### src/rtl/dds_hop_pkg.sv
// Shared types and default constants for the LFSR-driven frequency-hop controller.
package dds_hop_pkg;

  // Hop controller FSM states
  typedef enum logic [1:0] {
    IDLE  = 2'd0,
    DWELL = 2'd1,
    CALC  = 2'd2,
    OFFER = 2'd3
  } hop_state_e;

  // Width of the upstream LFSR state
  localparam int LFSR_W = 5;

  // Default tuning-word and dwell configuration
  localparam int          DEF_TW_W    = 32;
  localparam int          DEF_DWELL_W = 16;
  localparam logic [31:0] DEF_BASE_TW = 32'h0100_0000;
  localparam logic [31:0] DEF_STEP_TW = 32'h0001_0000;

endpackage

### src/rtl/hop_dwell_timer.sv
// Down-counter that times one dwell interval; the FSM loads it and asks it to count.
module hop_dwell_timer #(
  parameter int DWELL_W = 16
) (
  input  logic               clk,
  input  logic               rst,
  input  logic               load,
  input  logic [DWELL_W-1:0] load_val,
  input  logic               dec,
  output logic               zero
);

  localparam logic [DWELL_W-1:0] CNT_ZERO = {DWELL_W{1'b0}};
  localparam logic [DWELL_W-1:0] CNT_ONE  = {{(DWELL_W-1){1'b0}}, 1'b1};

  logic [DWELL_W-1:0] cnt_r;

  // Load on interval start, otherwise count down and park at zero
  always_ff @(posedge clk or negedge rst) begin
    if (!rst) begin
      cnt_r <= CNT_ZERO;
    end else if (load) begin
      cnt_r <= load_val;
    end else if (dec && (cnt_r != CNT_ZERO)) begin
      cnt_r <= cnt_r - CNT_ONE;
    end else begin
      cnt_r <= cnt_r;
    end
  end

  assign zero = (cnt_r == CNT_ZERO);

endmodule

### src/rtl/lfsr_hop_ctrl.sv
// Frequency-hop controller: samples the LFSR once per dwell interval, maps it to
// a DDS tuning word BASE_TW + lfsr * STEP_TW and offers it over valid/ready.
// Optional accepted-hop counter port hop_count is built when HOP_CNT_EN is defined.
module lfsr_hop_ctrl
  import dds_hop_pkg::*;
#(
  parameter int              TW_W    = DEF_TW_W,
  parameter int              DWELL_W = DEF_DWELL_W,
  parameter logic [TW_W-1:0] BASE_TW = DEF_BASE_TW,
  parameter logic [TW_W-1:0] STEP_TW = DEF_STEP_TW
) (
  input  logic               clk,
  input  logic               rst,
  input  logic               en,
  input  logic [DWELL_W-1:0] dwell,
  input  logic [LFSR_W-1:0]  lfsr,
  output logic [TW_W-1:0]    tw_data,
  output logic               tw_valid,
  input  logic               tw_ready,
  output logic               busy,
  output logic               lock_err
`ifdef HOP_CNT_EN
  ,
  output logic [15:0]        hop_count
`endif
);

  localparam logic [DWELL_W-1:0] DW_ZERO = {DWELL_W{1'b0}};
  localparam logic [DWELL_W-1:0] DW_ONE  = {{(DWELL_W-1){1'b0}}, 1'b1};

  hop_state_e          state_r;
  logic [LFSR_W-1:0]   lfsr_r;
  logic                load_s;
  logic                dec_s;
  logic                zero_s;
  logic [DWELL_W-1:0]  load_val_s;
  logic [TW_W-1:0]     prod_s;
  logic [TW_W-1:0]     tw_calc_s;

  // Dwell timer control: reload on every interval start, count while dwelling
  always_comb begin
    load_s = 1'b0;
    dec_s  = 1'b0;
    case (state_r)
      IDLE:    load_s = en;
      DWELL:   dec_s  = 1'b1;
      OFFER:   load_s = tw_ready & en;
      default: begin
        load_s = 1'b0;
        dec_s  = 1'b0;
      end
    endcase
    // A dwell of 0 behaves as 1, so the load value never underflows
    if (dwell == DW_ZERO) begin
      load_val_s = DW_ZERO;
    end else begin
      load_val_s = dwell - DW_ONE;
    end
  end

  // Tuning-word arithmetic from the registered LFSR sample, truncated and wrapping
  always_comb begin
    prod_s    = STEP_TW * {{(TW_W-LFSR_W){1'b0}}, lfsr_r};
    tw_calc_s = BASE_TW + prod_s;
  end

  hop_dwell_timer #(
    .DWELL_W (DWELL_W)
  ) u_timer (
    .clk      (clk),
    .rst      (rst),
    .load     (load_s),
    .load_val (load_val_s),
    .dec      (dec_s),
    .zero     (zero_s)
  );

  // Hop FSM with registered handshake, status and tuning-word outputs
  always_ff @(posedge clk or negedge rst) begin
    if (!rst) begin
      state_r  <= IDLE;
      lfsr_r   <= {LFSR_W{1'b0}};
      tw_data  <= {TW_W{1'b0}};
      tw_valid <= 1'b0;
      busy     <= 1'b0;
      lock_err <= 1'b0;
    end else begin
      case (state_r)
        IDLE: begin
          if (en) begin
            state_r <= DWELL;
            busy    <= 1'b1;
          end
        end
        DWELL: begin
          if (!en) begin
            state_r <= IDLE;
            busy    <= 1'b0;
          end else if (zero_s) begin
            state_r <= CALC;
            lfsr_r  <= lfsr;
          end
        end
        CALC: begin
          tw_data  <= tw_calc_s;
          tw_valid <= 1'b1;
          state_r  <= OFFER;
          // All-zero LFSR is a lock-up: flag it but still emit the word
          if (lfsr_r == {LFSR_W{1'b0}}) begin
            lock_err <= 1'b1;
          end
        end
        OFFER: begin
          // The offer is never retracted; only a handshake ends it
          if (tw_ready) begin
            tw_valid <= 1'b0;
            if (en) begin
              state_r <= DWELL;
            end else begin
              state_r <= IDLE;
              busy    <= 1'b0;
            end
          end
        end
        default: begin
          state_r  <= IDLE;
          tw_valid <= 1'b0;
          busy     <= 1'b0;
        end
      endcase
    end
  end

`ifdef HOP_CNT_EN
  // Count accepted hops, wrapping at 16 bits
  always_ff @(posedge clk or negedge rst) begin
    if (!rst) begin
      hop_count <= 16'h0000;
    end else if ((state_r == OFFER) && tw_valid && tw_ready) begin
      hop_count <= hop_count + 16'h0001;
    end else begin
      hop_count <= hop_count;
    end
  end
`endif

endmodule

### config.mk
export PLATFORM = sky130hd
export DESIGN_NAME = lfsr_hop_ctrl
export DESIGN_NICKNAME = d
export VERILOG_FILES = /design/src/rtl/dds_hop_pkg.sv /design/src/rtl/hop_dwell_timer.sv /design/src/rtl/lfsr_hop_ctrl.sv
export SDC_FILE = /design/constraint.sdc
export NUM_CORES = 1
export LEC_CHECK = 0
export BUFFER_PORTS_ARGS = -buffer_cell sky130_fd_sc_hd__buf_2
export CORE_MARGIN = 2
export CORE_UTILIZATION = 57
export DETAILED_ROUTE_END_ITERATION = 8
export HOLD_SLACK_MARGIN = 0.06
export PLACE_DENSITY = 0.85
export SLEW_MARGIN = 20
export SYNTH_ARGS = -nofsm -noshare
export SYNTH_HDL_FRONTEND = slang
export SYNTH_SLANG_ARGS = --single-unit
export TNS_END_PERCENT = 30
### constraint.sdc
create_clock -name clk -period 5.6 [get_ports clk]
set_input_delay 0.28 -clock clk [delete_from_list [all_inputs] [get_ports clk]]
set_output_delay 0.28 -clock clk [all_outputs]
set_load 0.005 [all_outputs]
==> impl_metrics.yaml, run 1 <==
place:
  gp_congestion: 0.8396
  port_buffers: 33
  dp_hpwl_um: 3513
run_status:
  status: "completed"
synth:
  synthTopCellsByArea: "dfrtp_1, buf_4, mux2_2"
  syn_inst: 247
  synthTopCellsByCount: "dfrtp_1, buf_4, nor2_1, a21oi_1, inv_1"
  synth-edff-count: 0
  async_flop_share: 1.000
  yosysUniqueCellTypes: 55
  post-synth-top-count-cell: "dfrtp_1"
  yosys_most_used_dff: "dfrtp_1"
  yosys.area.top_type: "dfrtp_1"
  synth_top_area_share: 0.3492
  synth_seq_cells: 32
  syn-cell-area_um2: 2293
  seq_area_frac_synth: 0.3492
  yosysWarnings: 0
  syn_avg_cell_area_um2: 9.285
timing:
  period_share: 0.4395
  finClkSkew_ns: 0.003657
  finalHoldViolCount: 0
  min_period_ns: 2.461
  setup_viol: 0
  fin_tns_setup_ns: 0
  rsz0062_at_grt: "no"
  maxSlewViolCount: 0
  max_freq_ghz: 0.4063
  whs_ns: 0.2198
  relSlewSlack: 0.3141
  tightest_slew_ns: 1.018
global_routing:
  grt-ovfl-total: 0
  grt_pass1_vias: 1703
  antenna_found_initial: 0
  grt_max_degree: 33
  globalRouteTotalUtil: 0.2182
  grt_pass1_wl_um: 7355
clock_network:
  cts_tree: "yes"
  path_clk_slew_ns: 0.06
  root_buffer: "clkbuf_8"
  clock_path_buffers: 2
  clk_latency_ns: 0.29
  htreeDepth: 2
  ctsResizeCount: 0
  clock_sinks: 32
  cts_made_buffers: 5
power_and_ir_drop:
  irDropWorstVdd_mv: 0.1607
  p_leak_nw: 1.175
  power_uw: 978.9
  cellPowerDensity_nw_per_um2: 389.8
die:
  die_y_um: 67.43
  die_w_um: 67.43
  rows: 23
  core_um2: 3943
  die-area_um2: 4547
  initial_core_util: 0.5817
  io-pin-count: 60
drt:
  num_vias: 1840
  routed_wl_um: 4453
  drc: 0
  firstDrtPassIters: 4
  drtAntennaViolNets: 0
  routedWlPerCell_um: 13.45
  drt_first_iter_violations: 93
  viasPerCell: 5.559
run:
  cap_violations: 0
layout:
  final_core_util: 0.6369
  final_nets: 313
  diodes: 0
  drive_gt1_frac: 0.2242
  syn_to_final_growth_pct: 9.493
setup_path:
  rrSetupSlack_ns: 3.14
  crit_fanout: 7
  worstSetupStartpointType: "flop"
  critPathArrivalTime_ns: 2.64
  r2r-start: "u_timer.cnt_r[13]"
  critPathKind: "reg2reg"
  end_kind: "flop"
  reg2reg_to: "u_timer.cnt_r[4]"
  reg2regPathDepth: 5
  crit_required_ns: 5.78
hold_path:
  min_delay_path_depth: 2
  hp-class: "in2reg"
  min_from: "lfsr[4]"
  holdPathEnd: "lfsr_r[4]"
## how the worst max path moves through the flow
stage	start	end	slack, ns	cells past startpoint
floorplan	u_timer.cnt_r[13]	lfsr_r[0]	3.39	4
global route	flop	u_timer.cnt_r[13]	2.93	7
finish	u_timer.cnt_r[13]	u_timer.cnt_r[4]	3.14	5
detailed placement	dwell[0]	u_timer.cnt_r[4]	2.88	8
CTS	flop	u_timer.cnt_r[13]	3.14	7
global placement	dwell[0]	u_timer.cnt_r[4]	2.97	8
## metal layers
metal	GRT usage	up-vias	wire length [um]
li1	-	909	-
met2	0.3762	55	2155
met1	0.2521	867	2008
met4	0.09694	0	64
met5	0	-	0
met3	0.06000	9	224
## critical path, cell delays in order (launching register included)
cell,delay (ns)
dfrtp_1,0.40
or4_4,0.58
nor4_4,0.45
a21boi_2,0.21
or2_0,0.38
o221a_2,0.33
## kinds of logic (layout without fill, tap and decap cells)
kind of cell             after synthesis  in the layout  synth area share
AO/OA/AOI/OAI                         53             53            0.1593
XOR/XNOR                              14             14           0.05347
adder cells (fa/ha/maj)                8              8           0.04365
buffers and inverters                 45             54            0.1178
flip-flops                            32             32            0.3492
multiplexers                          16             16           0.07474
other                                  1             26          0.001635
AND/OR/NAND/NOR                       78             78            0.2002
## layout by cell type (no fill, tap or decap), types with 5 or more instances in the layout
cell type / n
o22ai_1: 5
a21oi_1: 11
clkbuf_8: 5
nor3_1: 10
mux2_2: 9
ha_1: 8
o21ai_0: 10
nand2_1: 7
conb_1: 26
nor2_1: 20
buf_2: 33
nor4_1: 9
xnor2_1: 7
a31oi_1: 5
xor2_1: 7
mux2i_1: 7
inv_1: 11
dfrtp_1: 32
## report_power, final
group          total (mW)  leakage, nW  internal [mW]  switching, mW
sequential          0.375        0.406          0.295         0.0803
clock               0.215       0.0552          0.132         0.0831
combinational       0.389        0.714          0.174          0.215
total               0.979         1.18          0.600          0.379
## flip-flops by register name, summed over array words and instances, names as in the netlist, named ones only
register       cells
u_timer.cnt_r     16
busy               1
lfsr_r             5
tw_valid           1
tw_data            6
state_r            1
lock_err           1
## through the flow
step | worst slack (ns) | instance area (um^2) | cells
global placement | 2.975 | 2394 | 322
detailed placement | 2.879 | 2394 | 322
finish | 3.139 | 2511 | 331
floorplan | 3.389 | 2387 | 272
CTS | 3.136 | 2511 | 331
global route | 2.930 | 2511 | 331
## area by class of cell
class	count	area [um^2]
Tap cell	50	62.56
Inverter	11	41.29
Fill cell	353	1431
Timing Repair Buffer	35	182.7
Sequential cell	32	800.8
Clock inverter	2	35.03
Multi-Input combinational cell	195	1316
Clock buffer	6	72.57
## timing repair
action	CTS	global route
hold buffers	1	0
endpoints found under the hold margin	32	0
buffers inserted	0	0
(Power assumes the default switching activity.)
==> run 2: changes to the inputs <==
- ABC_AREA: unset -> 1
- CORE_UTILIZATION: 57 -> 55
- PLACE_DENSITY: 0.85 -> 0.81
- clock period: 5.6 -> 2.3 ns (I/O delays scaled with it)
==> run 2 against run 1 <==
Against the previous run: total power rose to 3.2 times the previous value; global-route usage rose by 1.8 points; sequential cell count did not move; clock power rose by 140%; synthesized area rose by 13%; first-iteration DRC count rose by 77%; critical path type unchanged; critical endpoint is now u_timer.cnt_r[0]; highest routed layer unchanged.
==> impl_metrics.yaml, run 2 <==
run_status:
  status: "completed"
timing:
  max_freq_ghz: 0.5246
  finClkSkew_ns: 0.01144
  fin_tns_setup_ns: 0
  finalHoldViolCount: 0
  maxSlewViolCount: 0
  min_period_ns: 1.906
  period_share: 0.8287
  rsz0062_at_grt: "no"
  tightest_slew_ns: 0.7343
  setup_viol: 0
  relSlewSlack: 0.5105
die:
  die_w_um: 72.51
  rows: 24
  io-pin-count: 60
  core_um2: 4444
  die-area_um2: 5257
  die_y_um: 72.51
  initial_core_util: 0.5808
synth:
  yosysWarnings: 0
  syn_avg_cell_area_um2: 6.405
  synthTopCellsByCount: "nand2_1, nor2_1, inv_1, dfrtp_1, buf_4"
  post-synth-top-count-cell: "nand2_1"
  syn_inst: 403
  synth-edff-count: 0
  synth_top_area_share: 0.3102
  syn-cell-area_um2: 2581
  yosysUniqueCellTypes: 29
  seq_area_frac_synth: 0.3102
  yosys.area.top_type: "dfrtp_1"
  synthTopCellsByArea: "dfrtp_1, nand2_1, nor2_1"
  synth_seq_cells: 32
  yosys_most_used_dff: "dfrtp_1"
  async_flop_share: 1.000
setup_path:
  crit_required_ns: 2.52
  critPathArrivalTime_ns: 2.13
  critical-path-top-delay-family: "flip-flops"
  critPathBufInv: 2
  crit_slowest_cell: "dfrtp_1"
  crit_fanout: 11
  critPathKind: "reg2reg"
  worstSetupStartpointType: "flop"
  cp_common_cell: "nand2_1"
  end_kind: "flop"
  worstPathCellList: "inv_1 -> ha_1 -> nor2_1 -> o21ai_2 -> inv_2 -> nand2_1 -> o21ai_0 -> nand2_1 -> nand2_1"
  slowest_delay_ns: 0.45
layout:
  final_common_cell: "nand2_1"
  diodes: 0
  syn_to_final_growth_pct: 8.531
  largest_reg_flops: 16
  fillCellCount: 417
  most-common-layout-cells: "nand2_1, nor2_1, inv_1, buf_2, dfrtp_1"
  multi_input_area_um2: 1473
  drive_gt1_frac: 0.1295
  postLayoutCellArea_um2: 2801
  reg_top3: "u_timer.cnt_r x16, tw_data x6, lfsr_r x5"
  final_nets: 472
  top_register: "u_timer.cnt_r"
  regArea_um2: 800.8
run:
  cap_violations: 0
clock_network:
  cts_made_buffers: 5
  root_buffer: "clkbuf_8"
  clock_path_buffers: 2
  clk_latency_ns: 0.28
  cts_tree: "yes"
  path_clk_slew_ns: 0.07
  clock_sinks: 32
  htreeDepth: 2
  ctsResizeCount: 0
power_and_ir_drop:
  power_mw: 3.174
  irDropWorstVdd_mv: 0.5152
  p_leak_nw: 1.587
  cellPowerDensity_nw_per_um2: 1133
drt:
  num_vias: 2463
  viasPerCell: 5.006
  drc: 0
  drtAntennaViolNets: 0
  drt_first_iter_violations: 165
  firstDrtPassIters: 4
  routed_wl_um: 5587
  routedWlPerCell_um: 11.36
global_routing:
  antenna_found_initial: 0
  globalRouteTotalUtil: 0.2360
  grt_max_degree: 33
  grt_pass1_wl_um: 9839
  grt_pass1_vias: 2228
  grt-ovfl-total: 0
hold_path:
  hp-class: "in2reg"
place:
  dp_hpwl_um: 4337
  place_area_um2: 2684
  gp_congestion: 0.9179
  port_buffers: 33
run 2: changes by cell type after synthesis, sizes merged, moves of 6 or more:
cell   before  now
a21oi      11    4
mux2        9    0
nor4       10    2
nor2       20   59
nor3       11    0
inv        11   44
nand2       7  150
nand3       4   25
mux2i       7    0
o21ai      10   25
nand4       0    6
run 2: report_power, final:
group          leakage [nW]  internal, mW  switching (mW)  total, mW
Sequential            0.403         0.782           0.221       1.00
Clock                0.0552         0.321           0.203      0.525
Combinational          1.13         0.583            1.06       1.65
run 2: what timing repair did:
item	in CTS	in global routing
hold buffers	1	0
hold endpoints to repair	32	0
buffers inserted	0	0
run 2: worst paths after layout:
| check | startpoint | to | slack (ns) | cells past startpoint |
|---|---|---|---|---|
| setup / recovery | state_r[0] | u_timer.cnt_r[0] | 0.39 | 9 |
| hold / removal | lfsr[1] | lfsr_r[1] | 0.08 | 3 |
| setup reg to reg | state_r[0] | u_timer.cnt_r[0] | 0.39 | 9 |
| hold reg to reg | lock_err | lock_err | 0.45 | 1 |
| max in group asynchronous | rst | lfsr_r[0] | 1.39 | 2 |
| min in group asynchronous | rst | u_timer.cnt_r[12] | 0.43 | 2 |
run 2: tightest hold or removal path: stages:
cell	delay, ns
buf_2	0.10
inv_1	0.04
o21ai_0	0.07
run 2: area by class of cell:
class / instances / share of cell area
Sequential cell: 32 / 0.2858
Clock buffer: 6 / 0.02590
Timing Repair Buffer: 36 / 0.06789
Clock inverter: 2 / 0.01251
Tap cell: 52 / 0.02322
Multi-Input combinational cell: 320 / 0.5257
Inverter: 44 / 0.05895
run 2: per-layer routing:
layer / routed length [um] / GRT usage / vias to the layer above / part of all wire
met2: 2548 / 0.3721 / 65 / 0.46
met5: 0 / 0 / - / 0
met3: 310 / 0.04306 / 4 / 0.055
li1: - / - / 1264 / -
met1: 2706 / 0.3398 / 1130 / 0.48
met4: 22 / 0.05350 / 0 / 0.0039
run 2: cells by family (layout without fill, tap and decap cells):
group | after synthesis | after routing | share of synthesized area
and+or+nand+nor | 246 | 246 | 0.4004
other | 1 | 26 | 0.001453
xor gates and xnor gates | 8 | 8 | 0.02714
AOI/OAI and AO/OA | 32 | 32 | 0.06641
buffers and inverters | 76 | 88 | 0.1556
DFF | 32 | 32 | 0.3102
adders and majority gates | 8 | 8 | 0.03878
run 2: per-stage QoR:
step                      instances  hold slack (ns)    util  setup slack (ns)
final                           492          0.07977  0.6303            0.3939
after global routing            492           0.1062  0.6303            0.2001
after CTS                       492          0.08061  0.6303            0.4077
after detailed placement        483           0.2124  0.6039            0.4408
after global placement          483           0.2105  0.6039            0.5032
after floorplan                 428          -0.1806       -            0.6746
==> run 3: changes to the inputs <==
- clock period: 2.3 -> 2 ns (I/O delays scaled with it)
==> run 3 against run 2 <==
Against the previous run: register-to-register slack got worse by 0.24 ns; critical path depth is the same; utilization up 0.14 points; hold slack got worse by 0.011 ns; cell count stayed put; non-clock buffer count did not move; sequential power is 15% higher; total power up 16%; clock power grew 16%; setup slack got worse by 0.24 ns; largest cell class unchanged.
==> impl_metrics.yaml, run 3 (synthesis results as in run 2) <==
run_status:
  status: "completed"
setup_path:
  crit_fanout: 13
  rrSetupSlack_ns: 0.16
  worstSetupStartpointType: "flop"
  critPathKind: "reg2reg"
  worstPathCellList: "inv_1 -> ha_1 -> nand3_1 -> nand3b_1 -> nand2_1 -> nand2_2 -> buf_4 -> nand2_1 -> nand2_1"
  slowest_delay_ns: 0.41
  critical-path-top-delay-family: "simple AND/OR/NAND/NOR gates"
  crit_slowest_cell: "dfrtp_1"
  crit_required_ns: 2.17
  end_kind: "flop"
  cp_common_cell: "nand2_1"
  critPathBufInv: 2
  reg2regPathDepth: 9
  critPathArrivalTime_ns: 2.02
  reg2reg_to: "u_timer.cnt_r[13]"
  r2r-start: "u_timer.cnt_r[0]"
place:
  port_buffers: 33
  post-place-ws_ns: 0.1735
  dp_hpwl_um: 4375
  dp.cells: 483
  gp_congestion: 0.8852
global_routing:
  grt_max_degree: 33
  globalRouteTotalUtil: 0.2293
  grt_pass1_wl_um: 9591
  antenna_found_initial: 0
  grt_pass1_vias: 2201
  grt-ovfl-total: 0
timing:
  min_period_ns: 1.843
  tightest_slew_ns: 0.7291
  finClkSkew_ns: 0.008739
  fin_ws_ns: 0.1574
  maxSlewViolCount: 0
  relSlewSlack: 0.5140
  finalHoldViolCount: 0
  max_freq_ghz: 0.5427
  period_share: 0.9213
  setup_viol: 0
  rsz0062_at_grt: "no"
  fin_tns_setup_ns: 0
clock_network:
  path_clk_slew_ns: 0.07
  cts_setup_buffers: 0
  clock_sinks: 32
  root_buffer: "clkbuf_8"
  htreeDepth: 2
  clock_path_buffers: 2
  cts_made_buffers: 5
  clk_latency_ns: 0.28
  cts_tree: "yes"
drt:
  routedWlPerCell_um: 11.55
  drtAntennaViolNets: 0
  drt_first_iter_violations: 178
  firstDrtPassIters: 5
  routed_wl_um: 5684
  num_vias: 2507
  drc: 0
  viasPerCell: 5.096
power_and_ir_drop:
  comb_power_share: 0.523
  p_leak_nw: 1.587
  p_clk_frac: 0.165
  switching_power_mw: 1.745
  cellPowerDensity_nw_per_um2: 1316
  p_sw_frac: 0.4724
  p_int_mw: 1.949
  seq_power_share: 0.313
  irDropWorstVdd_mv: 0.8074
layout:
  top_register: "u_timer.cnt_r"
  syn_to_final_growth_pct: 8.774
  most-common-layout-cells: "nand2_1, nor2_1, inv_1, buf_2, dfrtp_1"
  final_core_util: 0.6318
  final_common_cell: "nand2_1"
  finalNonFillerCells: 492
  reg_top3: "u_timer.cnt_r x16, tw_data x6, lfsr_r x5"
  drive_gt1_frac: 0.1341
  largest_reg_flops: 16
  final_nets: 472
  diodes: 0
die:
  initial_core_util: 0.5808
  io-pin-count: 60
  core_um2: 4444
  die-area_um2: 5257
  die_w_um: 72.51
  die_y_um: 72.51
  rows: 24
hold_path:
  holdPathEnd: "lfsr_r[2]"
  min_from: "lfsr[2]"
  hp-class: "in2reg"
  min_delay_path_depth: 3
run:
  cap_violations: 0
==> run 3: changes by cell type in the layout (fill, tap and decap cells not counted) <==
cell	before	now
dfrtp_1	32	31
dfrtp_2	0	1
inv_2	2	1
inv_4	0	1
nand2_1	147	146
nand2_2	3	4
==> run 3: worst max path at each step <==
stage / slack, ns / depth (start not counted) / end / start
2_1_floorplan: 0.37 / 10 / u_timer.cnt_r[1] / state_r[0]
3_3_place_gp: 0.24 / 9 / u_timer.cnt_r[4] / u_timer.cnt_r[0]
3_5_place_dp: 0.17 / 9 / u_timer.cnt_r[6] / state_r[0]
4_1_cts: 0.16 / 9 / u_timer.cnt_r[6] / state_r[0]
5_1_grt: 0.01 / 9 / u_timer.cnt_r[7] / u_timer.cnt_r[0]
6_report: 0.16 / 9 / u_timer.cnt_r[13] / u_timer.cnt_r[0]
==> run 3: cell type report <==
cell class	instances	area [um^2]
fill	416	1637
multi-input combinational	320	1475
inverter	44	167.7
clock buffer	6	72.57
clock inverter	2	35.03
tap	52	65.06
sequential	32	802.0
timing repair buffer	36	190.2
==> run 3: repair_timing <==
action	in CTS	in global routing
gates resized for setup	0	3
endpoints found under the setup margin	0	9
endpoints found under the hold margin	32	0
hold buffers	1	0
==> run 3: metrics by stage <==
step / total power [mW] / hold slack [ns] / area (um^2)
2_1_floorplan: 2.642 / -0.1956 / 2675
3_3_place_gp: 2.981 / 0.1955 / 2684
3_5_place_dp: 3.044 / 0.1934 / 2684
4_1_cts: 3.676 / 0.06843 / 2801
5_1_grt: 4.058 / 0.08053 / 2808
6_report: 3.694 / 0.06887 / 2808
==> run 3: layer usage <==
layer	global-route usage	vias to the layer above	routed length, um
met4	0.04938	0	53
met5	0	-	0
met3	0.04722	8	431
li1	-	1267	-
met2	0.3761	103	2695
met1	0.3146	1129	2503
==> run 3: worst min-delay path, cell delays in order <==
cell and delay [ns]:
buf_2 0.09, inv_1 0.04, o21ai_0 0.07
==> run 3: power by group through the flow <==
stage               logic [mW]  registers, mW  clock network (mW)
finish                    1.93           1.15               0.608
global route              2.24           1.18               0.640
CTS                       1.92           1.14               0.613
detailed placement        1.89           1.15                   0
global placement          1.84           1.14                   0
floorplan                 1.54           1.10                   0
